$ cat src/rtl/periph_bus_ctrl.sv
// Peripheral bus controller: decodes a word address into port/register, owns the
// register storage and runs each access through request/response handshakes with wait states.
module periph_bus_ctrl #(
  parameter int DATA_W        = 32,
  parameter int ADDR_W        = 32,
  parameter int NUM_PORTS     = 4,
  parameter int REGS_PER_PORT = 4,
  parameter int WAIT_CYCLES   = 1
) (
  input  logic                 clk,
  input  logic                 reset,
  input  logic                 req_valid,
  input  logic                 req_write,
  input  logic [ADDR_W-1:0]    req_addr,
  input  logic [DATA_W-1:0]    req_wdata,
  output logic                 req_ready,
  output logic                 rsp_valid,
  input  logic                 rsp_ready,
  output logic [DATA_W-1:0]    rsp_rdata,
  output logic                 rsp_err,
  output logic [NUM_PORTS-1:0] port_sel,
  output logic [NUM_PORTS-1:0] port_wr
);

  localparam int PSEL_W = $clog2(NUM_PORTS);
  localparam int RSEL_W = $clog2(REGS_PER_PORT);
  localparam int RI_W   = (RSEL_W > 0) ? RSEL_W : 1;

  // Handshakes: a request transfers on an edge where req_valid && req_ready;
  // a response transfers on an edge where rsp_valid && rsp_ready. Once raised,
  // rsp_valid/rsp_rdata/rsp_err hold until that transfer.
  typedef enum logic [1:0] {IDLE, WAIT, COMMIT, RESP} state_t;

  state_t state, state_next;

  logic [DATA_W-1:0] regs [NUM_PORTS][REGS_PER_PORT];

  logic              lat_write;
  logic [PSEL_W-1:0] lat_port;
  logic [RI_W-1:0]   lat_reg;
  logic [DATA_W-1:0] lat_wdata;
  logic              lat_err;
  logic [3:0]        wait_cnt;

  logic [PSEL_W-1:0] dec_port;
  logic [RI_W-1:0]   dec_reg;
  logic              dec_unmapped;
  logic              dec_err;

  assign dec_port = req_addr[ADDR_W-1 -: PSEL_W];

  generate
    if (RSEL_W > 0) begin : g_reg
      assign dec_reg = req_addr[RSEL_W+1:2];
    end else begin : g_noreg
      assign dec_reg = '0;
    end
  endgenerate

  // Any set bit in the gap between the register field and the port field is unmapped.
  always_comb begin
    dec_unmapped = 1'b0;
    for (int i = RSEL_W + 2; i < ADDR_W - PSEL_W; i++) begin
      dec_unmapped = dec_unmapped | req_addr[i];
    end
  end

  assign dec_err = (|req_addr[1:0]) | dec_unmapped;

  always_ff @(posedge clk or posedge reset) begin
    if (reset) state <= IDLE;
    else       state <= state_next;
  end

  always_comb begin
    state_next = state;
    req_ready  = 1'b0;
    port_wr    = '0;
    case (state)
      IDLE: begin
        req_ready = 1'b1;
        if (req_valid) state_next = (WAIT_CYCLES > 0) ? WAIT : COMMIT;
      end
      WAIT:   if (wait_cnt == 4'd0) state_next = COMMIT;
      COMMIT: begin
        state_next = RESP;
        if (lat_write && !lat_err) port_wr = port_sel;
      end
      RESP:    if (rsp_ready) state_next = IDLE;
      default: state_next = IDLE;
    endcase
  end

  always_ff @(posedge clk or posedge reset) begin
    if (reset) begin
      lat_write <= 1'b0;
      lat_port  <= '0;
      lat_reg   <= '0;
      lat_wdata <= '0;
      lat_err   <= 1'b0;
      wait_cnt  <= '0;
      rsp_valid <= 1'b0;
      rsp_rdata <= '0;
      rsp_err   <= 1'b0;
      port_sel  <= '0;
      for (int p = 0; p < NUM_PORTS; p++) begin
        for (int r = 0; r < REGS_PER_PORT; r++) begin
          regs[p][r] <= '0;
        end
      end
    end else begin
      case (state)
        IDLE: begin
          if (req_valid) begin
            lat_write <= req_write;
            lat_port  <= dec_port;
            lat_reg   <= dec_reg;
            lat_wdata <= req_wdata;
            lat_err   <= dec_err;
            port_sel  <= dec_err ? '0 : ({{(NUM_PORTS-1){1'b0}}, 1'b1} << dec_port);
            wait_cnt  <= (WAIT_CYCLES > 0) ? 4'(WAIT_CYCLES - 1) : 4'd0;
          end
        end
        WAIT: begin
          if (wait_cnt != 4'd0) wait_cnt <= wait_cnt - 4'd1;
        end
        COMMIT: begin
          rsp_valid <= 1'b1;
          rsp_rdata <= '0;
          if (lat_err) begin
            rsp_err <= 1'b1;
          end else if (lat_write) begin
            regs[lat_port][lat_reg] <= lat_wdata;
          end else begin
            rsp_rdata <= regs[lat_port][lat_reg];
          end
        end
        RESP: begin
          if (rsp_ready) begin
            rsp_valid <= 1'b0;
            rsp_err   <= 1'b0;
            port_sel  <= '0;
          end
        end
        default: ;
      endcase
    end
  end

endmodule

$ cat config.mk
export PLATFORM = sky130hd
export DESIGN_NAME = periph_bus_ctrl
export DESIGN_NICKNAME = d
export VERILOG_FILES = /design/src/rtl/periph_bus_ctrl.sv
export SDC_FILE = /design/constraint.sdc
export NUM_CORES = 1
export LEC_CHECK = 0
export BUFFER_PORTS_ARGS = -buffer_cell sky130_fd_sc_hd__buf_2
export CAP_MARGIN = 20
export CORE_UTILIZATION = 47
export DETAILED_ROUTE_END_ITERATION = 8
export MAX_ROUTING_LAYER = met4
export PLACE_DENSITY = 0.66
export SLEW_MARGIN = 10
export SYNTH_ARGS = -nofsm -noshare
export SYNTH_HDL_FRONTEND = slang
export SYNTH_SLANG_ARGS = --single-unit
$ cat constraint.sdc
create_clock -name clk -period 16.76 [get_ports clk]
set_input_delay 0.838 -clock clk [delete_from_list [all_inputs] [get_ports clk]]
set_output_delay 0.838 -clock clk [all_outputs]
set_load 0.01 [all_outputs]
# == Word-level counts from Yosys, hierarchy flattened ==
# Cells that the tools add are included.
# word_totals
register_bits,594
inputBits,69
out_inout_bits,43
wordCells,119
# op_classes
addsub,1
order_cmp,4
eq_ne,8
n_shift,1
mux,31
bitwise,29
reduce_logical,18
# op_table
operator,count
$bwmux 512,1
$mux 128,3
$bmux 128 s2,1
$demux 128 s2,1
$mux 32,5
$bmux 32 s2,1
$demux 32 s2,1
$mux 4,7
$or 1x1->1,26
$pmux 4 s2,2
$reduce_and 3->1,5
$ne 2x2->1 const B,5
$pmux 2 s4,1
$ge 3x3->1 const B,2
$lt 3x1->1 const B,2
$mux 2,3
$not 2->3,2
$reduce_bool 2->1,3
$eq 2x2->1 const B,2
$logic_not 4->1,1
$pmux 1 s2,2
$reduce_and 2->1,2
$reduce_bool 4->1,1
$shl 1x2->4 const A,1
8 further kinds,12

# == Depth between registers and ports, before layout ==
# Gate-level depths: netlist (run 1).
# logic_depth
word_depth,29
mapped_depth,9
ltp_nobuf,6

# == Worst setup path before layout (run 1) ==
# No wires, ideal clock.
# synth_path
kind,input-to-reg
start,input port req_addr[6]
end,register port_sel[0]
setup_time_ps,68
arrival_time_ps,2111
required_time_ps,16692
path_slack_ps,14581
cell_stages,4
path_buffers,0
cell_sequence,or4_1 nor2_1 nor4b_1 a32o_1
# synth_via
elab_chain_len,28
# synth_lines
element,line_no,source
start: declaration,14,"input logic [ADDR_W-1:0] req_addr,"
$or 1x1->1 (24 in series),64,dec_unmapped = dec_unmapped | req_addr[i];
$or 1x1->1,68,assign dec_err = (|req_addr[1:0]) | dec_unmapped;
$mux 4,120,"port_sel <= dec_err ? '0 : ({{(NUM_PORTS-1){1'b0}}, 1'b1} << dec_port);"
$mux 4,114,if (req_valid) begin
$pmux 4 s2,112,case (state)
end signal: assignment,120,
end: declaration,21,"output logic [NUM_PORTS-1:0] port_sel,"
# Every way passes these cells. The select of a mux whose other input is x is not followed.
# A chain may end at the register's enable or synchronous reset.

# == Worst setup path after layout (run 1) ==
# layout_path
start,register state[0]
end,register regs[505] in the netlist's numbering
# layout_via
elab_chain_len,2
# layout_lines
element,line_no,source
start: declaration,34,"state_t state, state_next;"
start signal: assignment,72,else state <= state_next;
$eq 2x2->1,112,
$reduce_and 3->1 (no source line),-,
end signal: indexed assignment,133,regs[lat_port][lat_reg] <= lat_wdata;
end: declaration,36,logic [DATA_W-1:0] regs [NUM_PORTS][REGS_PER_PORT];
# Every way passes these cells.

==> results.toml, run 1 <==
[run_status]
status = "finished clean"

[clock_tree]
clock-root-buffer = "clkbuf_16"
clk_latency_ns = 0.59
post_cts_buffers = 0
cts_sinks = 594
cts.repair.resized = 0
clk_pin_slew_worst_paths_ns = 0.06
cts_tree = "yes"
cts_buffers = 66
h-tree-depth = 3
clockBufferDepth = 3
cts_hold_buf = 0

[synthesis]
synth-compound-area-share_pct = 2.53
synth_mux_area_share_pct = 34.8
synth_area_um2 = 26100
ys_seq_area_share_pct = 57.0
avgSynthCellArea_um2 = 15.9
synth-xor-area-share_pct = 0
synthesis.nets = 1715
yosys.area_share.simple_pct = 2.95
synth-seq-cells = 594
synthAdderAreaFrac_pct = 0.240
yosysUniqueCellTypes = 42
yosysWarningCount = 0
synth_top_family_by_area = "multiplexers"
synthesis.instances = 1641

[detailed_routing]
vias_per_cell = 5.87
remaining_drc_errors = 0
vias = 14600
wl_per_cell_um = 23.9
drt-total-wl_um = 59600
drt_iter0_drc = 767
ant_nets = 0
first_pass_iters = 5

[worst_setup_path]
cp-start-kind = "register"
worstSetupPathType = "reg2reg"
endpoint_kind = "register"
cp.arrival_ns = 4.60
path_max_fanout = 38
worstPathRequired_ns = 17.22

[power]
power_density_nw_per_um2 = 133
peakVddDrop_mv = 0.0894
p_leak_nw = 14.2

[finish]
largest_reg_flops = 512
antennaDiodeCount = 0
fin_nets = 1789
top_register = "regs"
area_growth_pct = 12.9
stdcell_area_um2 = 29500
reg_top3 = "regs (512), lat_wdata (32), rsp_rdata (32)"
drive_gt1_share_pct = 52.9

[floorplanning]
pin_count = 112
core_um2 = 54300
die_w_um = 238
die_h_um = 238
die-area_um2 = 56500
start_util_pct = 48.0
num_rows = 85

[timing]
hold_viol = 0
fin_skew_ns = 0.0173
finalSetupTns_ns = 0
period_minus_slack_ns = 4.13
period_share_pct = 24.7
setup_viol_count_final = 0
fmax_mhz = 242
worst_slew_pin_slew_ns = 1.08
maxSlewHeadroom_pct = 27.9
rsz0062_at_grt = "false"
maxSlewViolCount = 0

[job]
maxCapViolCount = 0

[hold_path]
hp-class = "in2reg"

[global_route]
grt_usage_pct = 22.8
grt_pass1_vias = 15800
antenna_found_initial = 0
grt_pass1_wl_um = 95100
grt_max_degree = 189
grt_overflow_total = 0

[placed_design]
portBuffers = 111
globalplace.congestion = 0.736
hpwl_um = 34100
placedInstanceArea_um2 = 27300
[report_power, final]
group | internal (mW) | leakage (nW) | switching, mW
Combinational | 0.346 | 5.00 | 0.296
Clock | 0.830 | 1.02 | 0.556
Sequential | 1.60 | 8.19 | 0.298
Total | 2.78 | 14.2 | 1.15
[layer usage]
layer  share of wire (%)  vias up  GRT usage [%]
li1                    -     6281              -
met1                  45     7968           30.4
met2                  49      286           36.4
met3                 3.7       97           3.55
met4                 2.3        0           6.35
met5                   0        -              -
[critical path: stages (launching register included)]
cell and delay, ns:
dfrtp_1 0.40, inv_1 0.11, ha_2 0.91, and3b_1 0.48
or3b_4 0.50, nor3_4 0.68, buf_4 0.52, mux2_2 0.38
[path summary, 6_finish.rpt]
path	end	slack [ns]	cells after the start	start
worst min-delay path	lat_wdata[29]	0.47	2	req_wdata[29]
min in group asynchronous	rsp_valid	0.53	3	reset
max in group asynchronous	regs[227]	13.70	5	reset
worst max-delay path	regs[505]	12.63	7	state[0]
worst min register to register	regs[108]	0.48	1	regs[108]
worst max register to register	regs[505]	12.63	7	state[0]
[layout by cell type (no fill, tap or decap), types with 6 or more instances in the layout]
master     netlist  layout
dfrtp_1        594     591
mux2_2         538     538
mux4_2         128     128
buf_2           48     111
clkbuf_16        0      71
nand2b_1        41      39
nand3_1         35      34
a22oi_1         32      32
a32oi_1         32      32
buf_4           12      28
clkbuf_1        59      17
mux2_1          11      11
clkbuf_8         0      11
nor2_4           0       9
inv_1           10       9
nand2_1         10       8
o21ai_0          7       7
nor4_1           7       7
nor2_1          12       6
clkinv_2         0       6
[synth_stat cells]
library cell | instances | area, um^2
a211oi_1 | 1 | 7.51
a21oi_1 | 2 | 10.0
a222oi_1 | 1 | 10.0
a22o_1 | 2 | 17.5
a22oi_1 | 32 | 240
a31oi_1 | 1 | 6.26
a32o_1 | 4 | 40.0
a32oi_1 | 32 | 280
and2_1 | 4 | 25.0
and3b_1 | 2 | 17.5
and4_1 | 1 | 8.76
buf_1 | 19 | 71.3
buf_2 | 48 | 240
buf_4 | 12 | 90.1
clkbuf_1 | 59 | 221
dfrtp_1 | 594 | 14900
ha_1 | 5 | 62.6
inv_1 | 10 | 37.5
mux2_1 | 11 | 124
mux2_2 | 538 | 6060
mux2i_1 | 1 | 10.0
mux4_2 | 128 | 2880
nand2_1 | 10 | 37.5
nand2b_1 | 41 | 257
nand3_1 | 35 | 175
nand3b_1 | 2 | 15.0
nand4_1 | 3 | 18.8
nor2_1 | 12 | 45.0
nor2_2 | 3 | 18.8
nor2b_1 | 2 | 12.5
nor3_1 | 2 | 10.0
nor3_2 | 1 | 10.0
nor3_4 | 1 | 16.3
nor4_1 | 7 | 43.8
nor4b_1 | 2 | 17.5
nor4b_2 | 1 | 15.0
o211ai_1 | 1 | 7.51
o21ai_0 | 7 | 35.0
o22ai_1 | 1 | 6.26
or3b_2 | 1 | 8.76
or3b_4 | 1 | 11.3
or4_1 | 1 | 7.51
[cells by family (layout without fill, tap and decap cells)]
group | count (synthesis) | after routing
mux | 678 | 678
flops | 594 | 594
buf+inv | 148 | 261
simple gates | 132 | 132
compound gates | 84 | 84
fa+ha+maj | 5 | 5
[cell type report]
| class | count | area [um^2] |
|---|---|---|
| Timing Repair Buffer | 144 | 881 |
| Multi-Input combinational cell | 899 | 10700 |
| Sequential cell | 594 | 14900 |
| Fill cell | 4339 | 24900 |
| Clock inverter | 8 | 68.8 |
| Inverter | 10 | 41.3 |
| Tap cell | 739 | 925 |
| Clock buffer | 99 | 1990 |
[per-stage QoR]
stage	hold slack (ns)	total power [mW]	std cells	setup WS [ns]	utilization, %
3_5_place_dp	0.473	2.57	2384	12.64	50.3
3_3_place_gp	0.463	2.55	2384	12.72	50.3
4_1_cts	0.442	3.97	2491	12.63	54.1
5_1_grt	0.453	4.11	2493	12.46	54.2
6_report	0.475	3.93	2493	12.63	54.2
2_1_floorplan	0.452	2.34	1641	7.82	-
(Power assumes the default switching activity.)
==> run 2, diff against run 1 <==
--- a/config.mk
+++ b/config.mk
@@ -10,7 +10,6 @@
 export CORE_UTILIZATION = 47
 export DETAILED_ROUTE_END_ITERATION = 8
 export MAX_ROUTING_LAYER = met4
-export PLACE_DENSITY = 0.66
 export SLEW_MARGIN = 10
 export SYNTH_ARGS = -nofsm -noshare
 export SYNTH_HDL_FRONTEND = slang
==> constraint.sdc (replaced) <==
create_clock -name clk -period 4 [get_ports clk]
set_input_delay 0.2 -clock clk [delete_from_list [all_inputs] [get_ports clk]]
set_output_delay 0.2 -clock clk [all_outputs]
set_load 0.01 [all_outputs]
==> results.toml, run 2 (synthesis results as in run 1) <==
[finish]
mostFrequentLayoutCells = "dfrtp_1 (591), mux2_2 (538), mux4_2 (128)"
reg_top3 = "regs (512), lat_wdata (32), rsp_rdata (32)"
fin_nets = 1845
regArea_um2 = 14900
stdcell_count = 2557
largest_reg_flops = 512
multiInputGateArea_um2 = 10700
area_growth_pct = 15.6
top_register = "regs"
drive_gt1_share_pct = 52.0
final_common_cell = "dfrtp_1"
nFillCells = 4337

[worst_setup_path]
endpoint_kind = "register"
cp.arrival_ns = 3.66
path_max_fanout = 22
worstSetupPathType = "reg2reg"
cp-start-kind = "register"
worstPathRequired_ns = 4.51

[clock_tree]
clock-root-buffer = "clkbuf_16"
clockBufferDepth = 3
cts_sinks = 594
cts_buffers = 66
cts_hold_buf = 44
h-tree-depth = 3
clk_pin_slew_worst_paths_ns = 0.06
cts.repair.resized = 0
cts_tree = "yes"
clk_latency_ns = 0.60
post_cts_buffers = 0

[placed_design]
hpwl_um = 35700
globalplace.congestion = 0.742
dp.cells = 2397
portBuffers = 111

[detailed_routing]
remaining_drc_errors = 0
drt_iter0_drc = 842
highest_layer = "met4"
vias_per_cell = 5.80
drt-total-wl_um = 62700
met3_length_um = 2140
vias = 14800
first_pass_iters = 5
ant_nets = 0
wl_met1_um = 29800
wl_per_cell_um = 24.5
met2_length_um = 29800

[timing]
rsz0062_at_grt = "false"
maxSlewHeadroom_pct = 43.1
maxSlewViolCount = 0
whs_ns = 0.0214
fin_skew_ns = 0.0293
period_minus_slack_ns = 3.15
worst_slew_pin_slew_ns = 0.850
setup_viol_count_final = 0
period_share_pct = 78.6
hold_viol = 0
fmax_mhz = 318

[power]
p_leak_nw = 14.5
power_density_nw_per_um2 = 555
peakVddDrop_mv = 0.326

[global_route]
grt_usage_pct = 23.7
grt_pass1_wl_um = 98100
antenna_found_initial = 2
grt_pass1_vias = 15700
grt_overflow_total = 0
grt_max_degree = 110

[hold_path]
hp-class = "in2reg"

[floorplanning]
start_util_pct = 48.0
pin_count = 112
core_um2 = 54300
die-area_um2 = 56500
die_h_um = 238
num_rows = 85
die_w_um = 238

[job]
maxCapViolCount = 0

[run_status]
status = "finished clean"
==> run 2: changes by cell type in the layout (fill, tap and decap cells not counted), moves of 2 or more <==
cell / change
buf_12: +12
clkbuf_16: -2
clkbuf_8: +6
buf_16: -2
dlygate4sd3_1: +44
buf_4: +2
==> run 2: area by class of cell <==
type                       instances  area share, %
clock buffer                     104           6.73
sequential                       594           49.3
inverter                          10          0.137
multi-input combinational        899           35.4
tap                              739           3.07
timing repair buffer             200           5.05
antenna                            1        0.00830
clock inverter                    10          0.274
==> run 2: worst paths after layout <==
kind,slack (ns),from,cells after the start,end
worst max-delay path,0.85,state[0],7,port_sel[2]
worst min-delay path,0.02,req_addr[11],4,lat_err
min in group asynchronous,0.12,reset,3,regs[212]
worst max register to register,0.85,state[0],7,port_sel[2]
worst min register to register,0.48,regs[112],1,regs[112]
max in group asynchronous,2.72,reset,5,lat_port[0]
==> run 2: metrics by stage <==
| stage | total power, mW | area [um^2] | utilization [%] | setup TNS (ns) | setup slack, ns |
|---|---|---|---|---|---|
| floorplan | 9.80 | 26100 | - | -2553.79 | -4.30 |
| finish | 16.7 | 30200 | 55.5 | 0 | 0.854 |
| global route | 17.5 | 30200 | 55.5 | 0 | 0.527 |
| CTS | 16.9 | 30100 | 55.4 | 0 | 0.804 |
| detailed placement | 10.9 | 27600 | 50.7 | 0 | 1.11 |
| global placement | 10.9 | 27600 | 50.7 | 0 | 1.15 |
==> run 2: power breakdown <==
part / internal [mW] / switching [mW]
clock network: 3.53 / 2.37
logic: 1.50 / 1.40
registers: 6.71 / 1.21
==> run 2: critical path, cell delays in order (launching register included) <==
cell,delay (ns)
dfrtp_1,0.40
inv_1,0.11
ha_1,0.40
nand2_2,0.58
nor2_1,0.23
nor4b_1,0.56
a32o_1,0.26
dlygate4sd3_1,0.55
==> run 2: routing by layer <==
layer / track usage (%) / vias up
met5: - / -
met1: 33.5 / 8087
met3: 3.58 / 79
met2: 36.7 / 272
met4: 4.81 / 0
li1: - / 6401
